$ cat config.mk
export PLATFORM = sky130hd
export DESIGN_NAME = dpi_tick_scheduler_flat
export DESIGN_NICKNAME = d
export VERILOG_FILES = /design/src/rtl/dpi_tick_scheduler_pkg.sv /design/src/rtl/dpi_tick_scheduler_if.sv /design/src/rtl/dpi_rr_arbiter.sv /design/src/rtl/dpi_tick_scheduler.sv /design/src/flat_wrapper.sv
export SDC_FILE = /design/constraint.sdc
export NUM_CORES = 1
export LEC_CHECK = 0
export ABC_AREA = 1
export BUFFER_PORTS_ARGS = -buffer_cell sky130_fd_sc_hd__buf_2
export CAP_MARGIN = 40
export CORE_MARGIN = 4
export CORE_UTILIZATION = 43
export DETAILED_ROUTE_END_ITERATION = 8
export PLACE_DENSITY_LB_ADDON = 0.3
export SLEW_MARGIN = 20
export SYNTH_ARGS = -nofsm -noshare
export SYNTH_HDL_FRONTEND = slang
export SYNTH_SLANG_ARGS = --single-unit
$ cat constraint.sdc
create_clock -name clock -period 5.94 [get_ports clock]
set_input_delay 1.188 -clock clock [delete_from_list [all_inputs] [get_ports clock]]
set_output_delay 1.188 -clock clock [all_outputs]
set_load 0.005 [all_outputs]
$ cat src/rtl/dpi_tick_scheduler_pkg.sv
// Shared types for the DPI tick scheduler: FSM states, call descriptor,
// and the group-index width helper.
package dpi_tick_sched_pkg;

    // Widest group index ever needed (32 groups).
    localparam int GRP_MAX_W = 5;

    typedef enum logic [1:0] {IDLE, RUN, DRAIN} sched_state_e;

    // One call descriptor: either the main tick or a group tick.
    typedef struct packed {
        logic                 main;
        logic [GRP_MAX_W-1:0] grp;
    } dpi_desc_t;

    // Group index width, never narrower than one bit.
    function automatic int grp_w(input int n);
        return (n <= 1) ? 1 : $clog2(n);
    endfunction

endpackage

$ cat src/rtl/dpi_tick_scheduler_if.sv
// Call-descriptor handshake between the scheduler and the DPI call shim.
interface dpi_tick_scheduler_if #(
    parameter int GRP_W = 3
);
    logic             out_valid;
    logic             out_ready;
    logic             out_main;
    logic [GRP_W-1:0] out_grp;

    modport master (output out_valid, output out_main, output out_grp, input out_ready);
    modport slave  (input out_valid, input out_main, input out_grp, output out_ready);
endinterface

$ cat src/rtl/dpi_rr_arbiter.sv
// Combinational round-robin pick: first requesting group after ptr.
module dpi_rr_arbiter #(
    parameter int NUM_GROUPS = 5,
    parameter int GRP_W      = 3
) (
    input  logic [NUM_GROUPS-1:0] req,
    input  logic [GRP_W-1:0]      ptr,
    output logic [NUM_GROUPS-1:0] gnt,
    output logic [GRP_W-1:0]      idx,
    output logic                  any
);
    // Scan ptr+1 .. ptr+NUM_GROUPS (mod NUM_GROUPS); the pointer itself is last.
    always_comb begin
        int j;
        gnt = '0;
        idx = '0;
        any = 1'b0;
        j   = 0;
        for (int i = 1; i <= NUM_GROUPS; i++) begin
            j = (int'(ptr) + i) % NUM_GROUPS;
            if (!any && req[j]) begin
                any    = 1'b1;
                gnt[j] = 1'b1;
                idx    = GRP_W'(j);
            end
        end
    end
endmodule

$ cat src/rtl/dpi_tick_scheduler.sv
// DPI tick scheduler: turns per-group trigger fires and the frame pulse
// into a stream of call descriptors, one per handshake.
// Optional grant statistics: define DPI_TICK_SCHED_STATS_EN.
module dpi_tick_scheduler
    import dpi_tick_sched_pkg::*;
#(
    parameter int NUM_GROUPS     = 5,
    parameter int PEND_W         = 3,
    parameter int MAIN_STALL_MAX = 8,
    parameter int GRP_W          = grp_w(NUM_GROUPS)
) (
    input  logic                  clock,
    input  logic                  reset,
    input  logic                  enable,
    input  logic [NUM_GROUPS-1:0] trig,
    input  logic                  frame,
    input  logic                  ovf_clr,
    output logic [NUM_GROUPS-1:0] ovf,
    output logic                  busy,
    dpi_tick_scheduler_if.master  bus
`ifdef DPI_TICK_SCHED_STATS_EN
   ,input  logic [GRP_W-1:0]      stat_sel,
    output logic [31:0]           stat_count
`endif
);
    localparam int                 STALL_W   = $clog2(MAIN_STALL_MAX + 1);
    localparam logic [STALL_W-1:0] STALL_LIM = STALL_W'(MAIN_STALL_MAX);
    localparam logic [PEND_W-1:0]  PEND_MAX  = '1;

    sched_state_e                       state;
    logic [NUM_GROUPS-1:0][PEND_W-1:0]  pend;
    logic [NUM_GROUPS-1:0]              last, fire, req, gnt, dec, ovf_set;
    logic                               main_pend;
    logic [STALL_W-1:0]                 stall;
    logic [GRP_W-1:0]                   ptr, arb_idx;
    logic                               arb_any;
    dpi_desc_t                          slot;
    logic                               out_valid;
    logic                               in_run, active, slot_free, main_urgent;
    logic                               load_main, load_grp;
    logic                               unused_grp_bits;

    dpi_rr_arbiter #(.NUM_GROUPS(NUM_GROUPS), .GRP_W(GRP_W)) u_arb (
        .req (req),
        .ptr (ptr),
        .gnt (gnt),
        .idx (arb_idx),
        .any (arb_any)
    );

    assign bus.out_valid   = out_valid;
    assign bus.out_main    = slot.main;
    assign bus.out_grp     = slot.grp[GRP_W-1:0];
    assign unused_grp_bits = ^slot.grp;

    // Slot loading decision: an aged main tick preempts, otherwise groups, then main.
    always_comb begin
        in_run      = (state == RUN);
        active      = (state != IDLE);
        slot_free   = !out_valid || bus.out_ready;
        main_urgent = main_pend && (stall >= STALL_LIM);
        load_main   = active && slot_free && (main_urgent || (!arb_any && main_pend));
        load_grp    = active && slot_free && !main_urgent && arb_any;
        for (int g = 0; g < NUM_GROUPS; g++) begin
            req[g] = (pend[g] != '0);
        end
        // trig | (trig ^ last) reduces to trig | last: level high or just fell.
        fire    = in_run ? (trig | last) : '0;
        dec     = load_grp ? gnt : '0;
        ovf_set = '0;
        for (int g = 0; g < NUM_GROUPS; g++) begin
            ovf_set[g] = fire[g] && !dec[g] && (pend[g] == PEND_MAX);
        end
    end

    // Per-group saturating pending counters, trigger history and overflow flags.
    always_ff @(posedge clock or negedge reset) begin
        if (!reset) begin
            pend <= '0;
            last <= '0;
            ovf  <= '0;
        end else begin
            last <= trig;
            ovf  <= (ovf & ~{NUM_GROUPS{ovf_clr}}) | ovf_set;
            for (int g = 0; g < NUM_GROUPS; g++) begin
                if (fire[g] && !dec[g] && !ovf_set[g]) pend[g] <= pend[g] + 1'b1;
                else if (!fire[g] && dec[g])           pend[g] <= pend[g] - 1'b1;
            end
        end
    end

    // Main tick request and its starvation age.
    always_ff @(posedge clock or negedge reset) begin
        if (!reset) begin
            main_pend <= 1'b0;
            stall     <= '0;
        end else begin
            if (in_run && frame) main_pend <= 1'b1;
            else if (load_main)  main_pend <= 1'b0;
            if (load_main)                           stall <= '0;
            else if (main_pend && stall != STALL_LIM) stall <= stall + 1'b1;
        end
    end

    // Registered output slot and round-robin pointer. The pointer starts at
    // the last group so that group 0 wins the first contest after reset.
    always_ff @(posedge clock or negedge reset) begin
        if (!reset) begin
            out_valid <= 1'b0;
            slot      <= '0;
            ptr       <= GRP_W'(NUM_GROUPS - 1);
        end else if (active && slot_free) begin
            out_valid <= load_main || load_grp;
            if (load_main) begin
                slot <= '{main: 1'b1, grp: '0};
            end else if (load_grp) begin
                slot <= '{main: 1'b0, grp: GRP_MAX_W'(arb_idx)};
                ptr  <= arb_idx;
            end
        end
    end

    // Run-state FSM with registered busy.
    always_ff @(posedge clock or negedge reset) begin
        if (!reset) begin
            state <= IDLE;
            busy  <= 1'b0;
        end else begin
            case (state)
                IDLE: if (enable) begin
                    state <= RUN;
                    busy  <= 1'b1;
                end
                RUN: if (!enable) state <= DRAIN;
                DRAIN: begin
                    if (enable) begin
                        state <= RUN;
                    end else if (!(|req) && !main_pend && !out_valid) begin
                        state <= IDLE;
                        busy  <= 1'b0;
                    end
                end
                default: begin
                    state <= IDLE;
                    busy  <= 1'b0;
                end
            endcase
        end
    end

`ifdef DPI_TICK_SCHED_STATS_EN
    logic [NUM_GROUPS-1:0][31:0] grant_cnt;

    // Per-group accepted-grant counters and registered readback.
    always_ff @(posedge clock or negedge reset) begin
        if (!reset) begin
            grant_cnt  <= '0;
            stat_count <= '0;
        end else begin
            if (out_valid && bus.out_ready && !slot.main)
                grant_cnt[slot.grp[GRP_W-1:0]] <= grant_cnt[slot.grp[GRP_W-1:0]] + 32'd1;
            stat_count <= (int'(stat_sel) < NUM_GROUPS) ? grant_cnt[stat_sel] : 32'd0;
        end
    end
`endif

endmodule

$ cat src/flat_wrapper.sv
// flat-port wrapper written by rule: the top's interface ports become plain ports
module dpi_tick_scheduler_flat import dpi_tick_sched_pkg::*;
#(
    parameter int NUM_GROUPS     = 5,
    parameter int PEND_W         = 3,
    parameter int MAIN_STALL_MAX = 8,
    parameter int GRP_W          = grp_w(NUM_GROUPS)
)
  (clock, reset, enable, trig, frame, ovf_clr, ovf, busy, bus_out_valid, bus_out_main, bus_out_grp, bus_out_ready);
  dpi_tick_scheduler_if #(.GRP_W(GRP_W)) bus_i ();
  input  logic clock;
  input  logic reset;
  input  logic enable;
  input  logic [NUM_GROUPS-1:0] trig;
  input  logic frame;
  input  logic ovf_clr;
  output logic [NUM_GROUPS-1:0] ovf;
  output logic busy;
  output wire logic [$bits(bus_i.out_valid)-1:0] bus_out_valid;
  output wire logic [$bits(bus_i.out_main)-1:0] bus_out_main;
  output wire logic [$bits(bus_i.out_grp)-1:0] bus_out_grp;
  input wire logic [$bits(bus_i.out_ready)-1:0] bus_out_ready;
  assign bus_out_valid = bus_i.out_valid;
  assign bus_out_main = bus_i.out_main;
  assign bus_out_grp = bus_i.out_grp;
  assign bus_i.out_ready = bus_out_ready;
  dpi_tick_scheduler #(.NUM_GROUPS(NUM_GROUPS), .PEND_W(PEND_W), .MAIN_STALL_MAX(MAIN_STALL_MAX), .GRP_W(GRP_W)) u_core (.clock(clock), .reset(reset), .enable(enable), .trig(trig), .frame(frame), .ovf_clr(ovf_clr), .ovf(ovf), .busy(busy), .bus(bus_i));
endmodule
# Yosys cells after proc, flatten, opt, wreduce, memory -nomap -nowiden
# Cells that the tools add are included.
[classes]
n_reduce_logical = 86
magnitude_cmp = 11
div_mod_pow = 5
eq_ne = 13
muxes = 67
bitwise = 10
add_sub_neg = 16
[op_table]
columns = ["cell", "count"]
rows = [
  ["$ge 32x1->1 const B", 5],
  ["$lt 32x5->1 const B", 5],
  ["$mod 32x4->32 const B", 5],
  ["$mux 3", 15],
  ["$logic_and 1x1->1", 39],
  ["$mux 5", 7],
  ["$or 5x5->5", 6],
  ["$mux 1", 25],
  ["$logic_not 1->1", 24],
  ["$reduce_bool 2->1", 9],
  ["$add 3x1->3 const B", 5],
  ["$bmux 1 s3", 5],
  ["$demux 1 s3", 5],
  ["$eq 3x3->1 const B", 5],
  ["$reduce_bool 3->1", 5],
  ["$sub 3x1->3 const B", 5],
  ["$mux 6", 2],
  ["$add 3x2->4 const B", 2],
  ["$add 3x3->4 const B", 2],
  ["$mux 2", 4],
  ["$mux 4", 2],
  ["$ne 2x2->1 const B", 3],
  ["$pmux 2 s3", 1],
  ["$reduce_and 3->1", 2],
  ["17 further kinds", 20],
]
[word_totals]
register_bits = 41
inputBits = 11
elab_cells = 223
output_inout_bits = 11

# Longest topological paths before layout
[depth]
ltp_word = 26
depth_mapped = 37
depth_no_buf = 36

# By module
# A second synthesis with hierarchy kept.
[hier_totals]
cells_unflattened = 743
hier_area_um2 = 4638.2
[by_module_without_submodules]
columns = ["module", "cells_per_inst", "area_per_inst_um2", "instances", "seq_area_each_um2"]
rows = [
  ["dpi_rr_arbiter", 490, 2502.4, 1, 0.0],
  ["dpi_tick_scheduler", 253, 2135.8, 1, 1027.2],
]

# Worst setup path after synthesis
# OpenSTA, ideal clock, no wires.
[synth_timing]
path_kind = "register -> register"
from = "register u_core.ptr[0]"
to = "register u_core.pend[5] (netlist bit)"
path_stages_with_launch = 33
setup_time_ps = 116
path_buffers = 2
synth_period_minus_slack_ps = 4781
t_arrival_ps = 4665
setup_slack_ps = 1159
required_time_ps = 5824
path_cell_list = "dfrtp_1 -> buf_4 -> clkinv_1 -> ha_1 -> buf_2 -> inv_1 -> ha_1 -> inv_1 -> nand3_1 -> nand2_1 -> nand2_2 -> xor2_1 -> ha_1 -> inv_1 -> nand3_1 -> nand3_2 -> nor2_2 -> nand2_1 -> nand2_1 -> nor2_1 -> nand2_1 -> nand3_2 -> nor3_4 -> nand2b_2 -> nand2_2 -> inv_4 -> nand2_1 -> nand3_2 -> fa_1 -> inv_1 -> nand2_2 -> nand3_1 -> nand2_1"
[synth_via]
elab_chain_cells = 26
word_cells_on_any_way = 82
cone_classes = "add/sub (5); div (5); order compare (10); mux (37); bitwise (4); reduce/logical (21)"
[synth_lines]
columns = ["item", "line", "rtl"]
rows = [
  ["from (decl)", "dpi_tick_scheduler.sv:35", "logic [GRP_W-1:0] ptr, arb_idx;"],
  ["from (signal assigned)", "dpi_tick_scheduler.sv:111", "ptr <= GRP_W'(NUM_GROUPS - 1);"],
  ["from (signal assigned)", "dpi_tick_scheduler.sv:118", "ptr <= arb_idx;"],
  ["parallel branches: the longest is 19 deep, another holds $mod 32x4->32", "-", ""],
  ["$mux 5 *", "dpi_tick_scheduler.sv:69", "dec = load_grp ? gnt : '0;"],
  ["$logic_not 1->1", "dpi_tick_scheduler.sv:72, dpi_tick_scheduler.sv:86", ""],
  ["$logic_and 1x1->1", "dpi_tick_scheduler.sv:72, dpi_tick_scheduler.sv:86", ""],
  ["$logic_and 1x1->1", "dpi_tick_scheduler.sv:72", "ovf_set[g] = fire[g] && !dec[g] && (pend[g] == PEND_MAX);"],
  ["$logic_not 1->1", "dpi_tick_scheduler.sv:86", "if (fire[g] && !dec[g] && !ovf_set[g]) pend[g] <= pend[g] + 1'b1;"],
  ["$logic_and 1x1->1", "dpi_tick_scheduler.sv:86", ""],
  ["$mux 3 / $reduce_bool 2->1 (equally long branches)", "-", ""],
  ["to (signal, indexed assignment)", "dpi_tick_scheduler.sv:86", ""],
  ["to (signal, indexed assignment)", "dpi_tick_scheduler.sv:87", "else if (!fire[g] && dec[g]) pend[g] <= pend[g] - 1'b1;"],
  ["to (decl)", "dpi_tick_scheduler.sv:31", "logic [NUM_GROUPS-1:0][PEND_W-1:0] pend;"],
]
# Mark *: on every way between the ends. The select of a mux whose other input is x is not followed.
# A chain may end at the register's enable or synchronous reset.

# Worst setup path in the final report
[layout_timing]
from = "register u_core.ptr[1]"
to = "register u_core.pend[11] (netlist bit)"
# The elaborated chain is that of the path after synthesis.

==> flow_results.org <==
** STA
- Setup violations remaining at the end of the flow were counted as 0.
- For the pin with the worst max-slew slack, the measured transition is 817 ps.
- Slew headroom :: 45.1%
- Slew Limit Fails :: 0
- Maximum achievable frequency :: 191 MHz
- Clock Skew :: 9.86 ps
- RSZ-0062 raised after global routing :: false
- Fin crit share :: 88.2%
- Sum of negative setup slack :: 0 ps
- The hold violation total from the final report came to 0.
- Counting I/O delays and the setup requirement, the final critical path takes 5240 ps.

** Global route
- The initial antenna violation count came to 0.
- Global-route wire length before repair :: 19.3 mm
- Number of global-route vias before repair :: 4279
- The total overflow left after global routing is 0.
- Largest net degree at the start of global routing :: 32
- Across every metal layer, demand over resource in global routing totals 18.3%.

** Place
- In this run the tool buffered the top-level ports with 21 buffer cells.
- At the end of routability-driven placement, the weighted congestion stood at 0.959.
- The number of placed instances, taps included, is 843.
- The HPWL after detailed placement is 8.81 mm.

** Logic synthesis
- Number of distinct library cell variants in the gate-level netlist after synthesis :: 48
- Yosys warning total :: 0
- Post-synth top area cell :: sky130_fd_sc_hd__dfrtp_1
- Fraction of post-synthesis cell area in the top cell type by area :: 21.8%
- Of all flip-flops after synthesis, the portion carrying an async set or reset was 100%.
- The synthesized design contains 41 register bits.
- Averaged over all synthesized cells, the footprint is 6.69 sq um.
- Area contributors post-synth :: sky130_fd_sc_hd__dfrtp_1, sky130_fd_sc_hd__nand2_1, sky130_fd_sc_hd__ha_1
- In this run the cell area of the synthesized design comes to 0.00460 sq mm.
- The synthesized design contains 0 enable-type register cells.
- Post-Syn Nets :: 739
- For this run, the register share of the synthesized area comes to 22.3%.
- Most repeated cell in the gate-level netlist after synthesis :: sky130_fd_sc_hd__nand2_1
- The commonest cells after synthesis are sky130_fd_sc_hd__nand2_1, sky130_fd_sc_hd__inv_1, sky130_fd_sc_hd__nand3_1.
- Counting every instance in the synthesized netlist gives 688.
- In the synthesized netlist the dominant register cell turns out to be sky130_fd_sc_hd__dfrtp_1.

** Route
- Using the TritonRoute via totals, the vias-per-cell ratio works out to 5.20.
- Summing over every cut layer, the via total after detailed routing is 4425.
- Routed Wire Length :: 11.0 mm
- Total iterations of the first detailed-routing run :: 5
- Number of DRC markers in iteration 0 :: 260
- Dividing the detail-routed wire length by the instance count gives 13.0 um.
- Once detail routing completed, the nets flagged for antenna violations numbered 0.
- Number of design rule violations left after detail routing :: 0

** Die
- I/O pin cnt :: 22
- Std cell rows :: 37
- Initial core utilization :: 44.4%
- Floorplan die height :: 111 um
- After floorplanning, the core was sized to cover 0.0104 sq mm.
- The floorplan step defined a die boundary enclosing 0.0124 sq mm.
- The die is 111 um wide.

** Clock tree
- H-tree Lvls :: 2
- Insertion delay to the later sink of the worst-skew pair :: 310 ps
- Total CTS buffers :: 5
- The clock passes through at most 2 buffers.
- Clock transition time at the flip-flop clock pins of the worst setup and hold paths :: 80 ps
- CTS placed an instance of sky130_fd_sc_hd__clkbuf_8 at the clock tree root.
- Cts hold-fix bufs :: 0
- Clock tree from TritonCTS :: yes
- Clock tree synthesis found a total of 41 sinks.

** Setup path
- Critical path buffer and inverter count :: 6
- Critical R2R Capture :: u_core.pend[11]
- The setup check on the worst reg-to-reg path leaves a slack of 700 ps.
- Critical path's largest stage delay :: 560 ps
- Capturing element of the worst setup path :: u_core.pend[11]
- Startpoint of the worst register-to-register path :: u_core.ptr[1]
- The most critical setup path has its startpoint at u_core.ptr[1].
- The kind of cell with the highest combined delay along the critical path is simple AND/OR/NAND/NOR gates.
- STA classifies the critical path endpoint as a flop.
- Type of the worst setup path :: flop to flop
- FF-to-FF path depth :: 30
- Signal arrival time at the worst endpoint :: 5440 ps
- For the worst setup path, the data required time is 6140 ps.
- Worst path slowest cell :: sky130_fd_sc_hd__dfrtp_1
- STA classifies the critical path startpoint as a flop.
- Among the stages of the critical path, the cell type that occurs most often is sky130_fd_sc_hd__nand2_1.
- The critical path runs through a total of 30 cells.
- Crit path max fanout :: 16

** Finish
- Once layout is complete, the cells apart from fillers number 851.
- Compared with the post-synthesis result, the final layout area differs by 8.60%.
- For this run, the post-layout net count is 765.
- Antenna Cells :: 0
- Cells with a size suffix above 1 make up 16.9% of the layout.

** Min path
- The tightest min-delay check is of the flop to flop type.
- Hold Crit Start :: u_core.bus.out_grp[2]

** Outcome
- Status :: completed

** Flow run
- # Max-Cap Violations :: 0
==> layout by cell type, fill, tap and decap left out, drive strengths merged, types with 4 or more instances in the layout <==
cell type	count
nand2	221
inv	123
nand3	70
nor2	47
o21ai	41
dfrtp	40
ha	35
buf	25
a21oi	18
nor3	18
nand4	17
xor2	11
o22ai	9
fa	5
clkbuf	5
o211ai	4
==> logic make-up (layout without fill, tap and decap cells) <==
logic type / after synthesis / in the layout / share of synthesized area, %
adders and majority gates: 40 / 40 / 11.7
xor gates and xnor gates: 11 / 11 / 2.26
buffers and inverters: 129 / 156 / 10.9
AOI/OAI and AO/OA: 86 / 86 / 11.9
DFF: 41 / 41 / 22.3
and+or+nand+nor: 380 / 380 / 40.6
muxes: 1 / 1 / 0.245
==> metal layers <==
layer / global-route usage, % / up-vias / wire length [um]
li1: - / 2258 / -
met1: 24.2 / 2028 / 5160
met2: 31.2 / 116 / 5160
met3: 2.66 / 23 / 513
met4: 5.11 / 0 / 208
met5: 0 / - / 0
==> flip-flops by register name (all words and copies together) (netlist names), 2 cells and up <==
register / cells
u_core.ptr: 3
u_core.state: 2
u_core.ovf: 5
u_core.last: 5
u_core.bus.out_grp: 3
u_core.pend: 15
u_core.stall: 4
==> how the worst min path moves through the flow <==
stage / end / depth (start not counted) / slack, ps
after CTS: u_core.bus.out_main / 2 / 480
after global placement: u_core.bus.out_main / 2 / 450
final: u_core.bus.out_grp[2] / 2 / 490
after detailed placement: u_core.bus.out_main / 2 / 460
after floorplan: u_core.pend[5] / 2 / 460
after global routing: u_core.bus.out_main / 2 / 500
==> through the flow <==
stage | setup WS, ps | hold WS [ps] | utilization (%) | area (sq um)
after floorplan | 1160 | 463 | - | 4600
after detailed placement | 658 | 457 | 47.1 | 4880
after CTS | 649 | 482 | 48.1 | 4990
final | 699 | 486 | 48.2 | 4990
after global routing | 40.1 | 500 | 48.2 | 4990
after global placement | 865 | 450 | 46.8 | 4850
==> what timing repair did <==
| action | CTS | global route |
|---|---|---|
| gates resized for setup | 0 | 1 |
| setup buffers | 0 | 0 |
| setup endpoints to repair | 0 | 5 |
| endpoints found under the hold margin | 0 | 0 |
==> layout make-up <==
| cell class | instances | area (sq um) |
|---|---|---|
| Inverter | 123 | 467 |
| Tap cell | 136 | 170 |
| Multi-Input combinational cell | 518 | 3070 |
| Clock inverter | 3 | 43.8 |
| Clock buffer | 5 | 68.8 |
| Sequential cell | 41 | 1030 |
| Timing Repair Buffer | 25 | 145 |
| Fill cell | 1062 | 5380 |
==> worst register-to-register path: cells and delay by family, from the launching register on <==
family / cells / cell delay, ps
xor+xnor: 1 / 360
fa+ha+maj: 4 / 1370
buf+inv: 6 / 720
flops: 1 / 560
simple gates: 19 / 2120
Power is not shown: default switching activity piles up to over one toggle a cycle in this logic, so the estimate is an artifact.
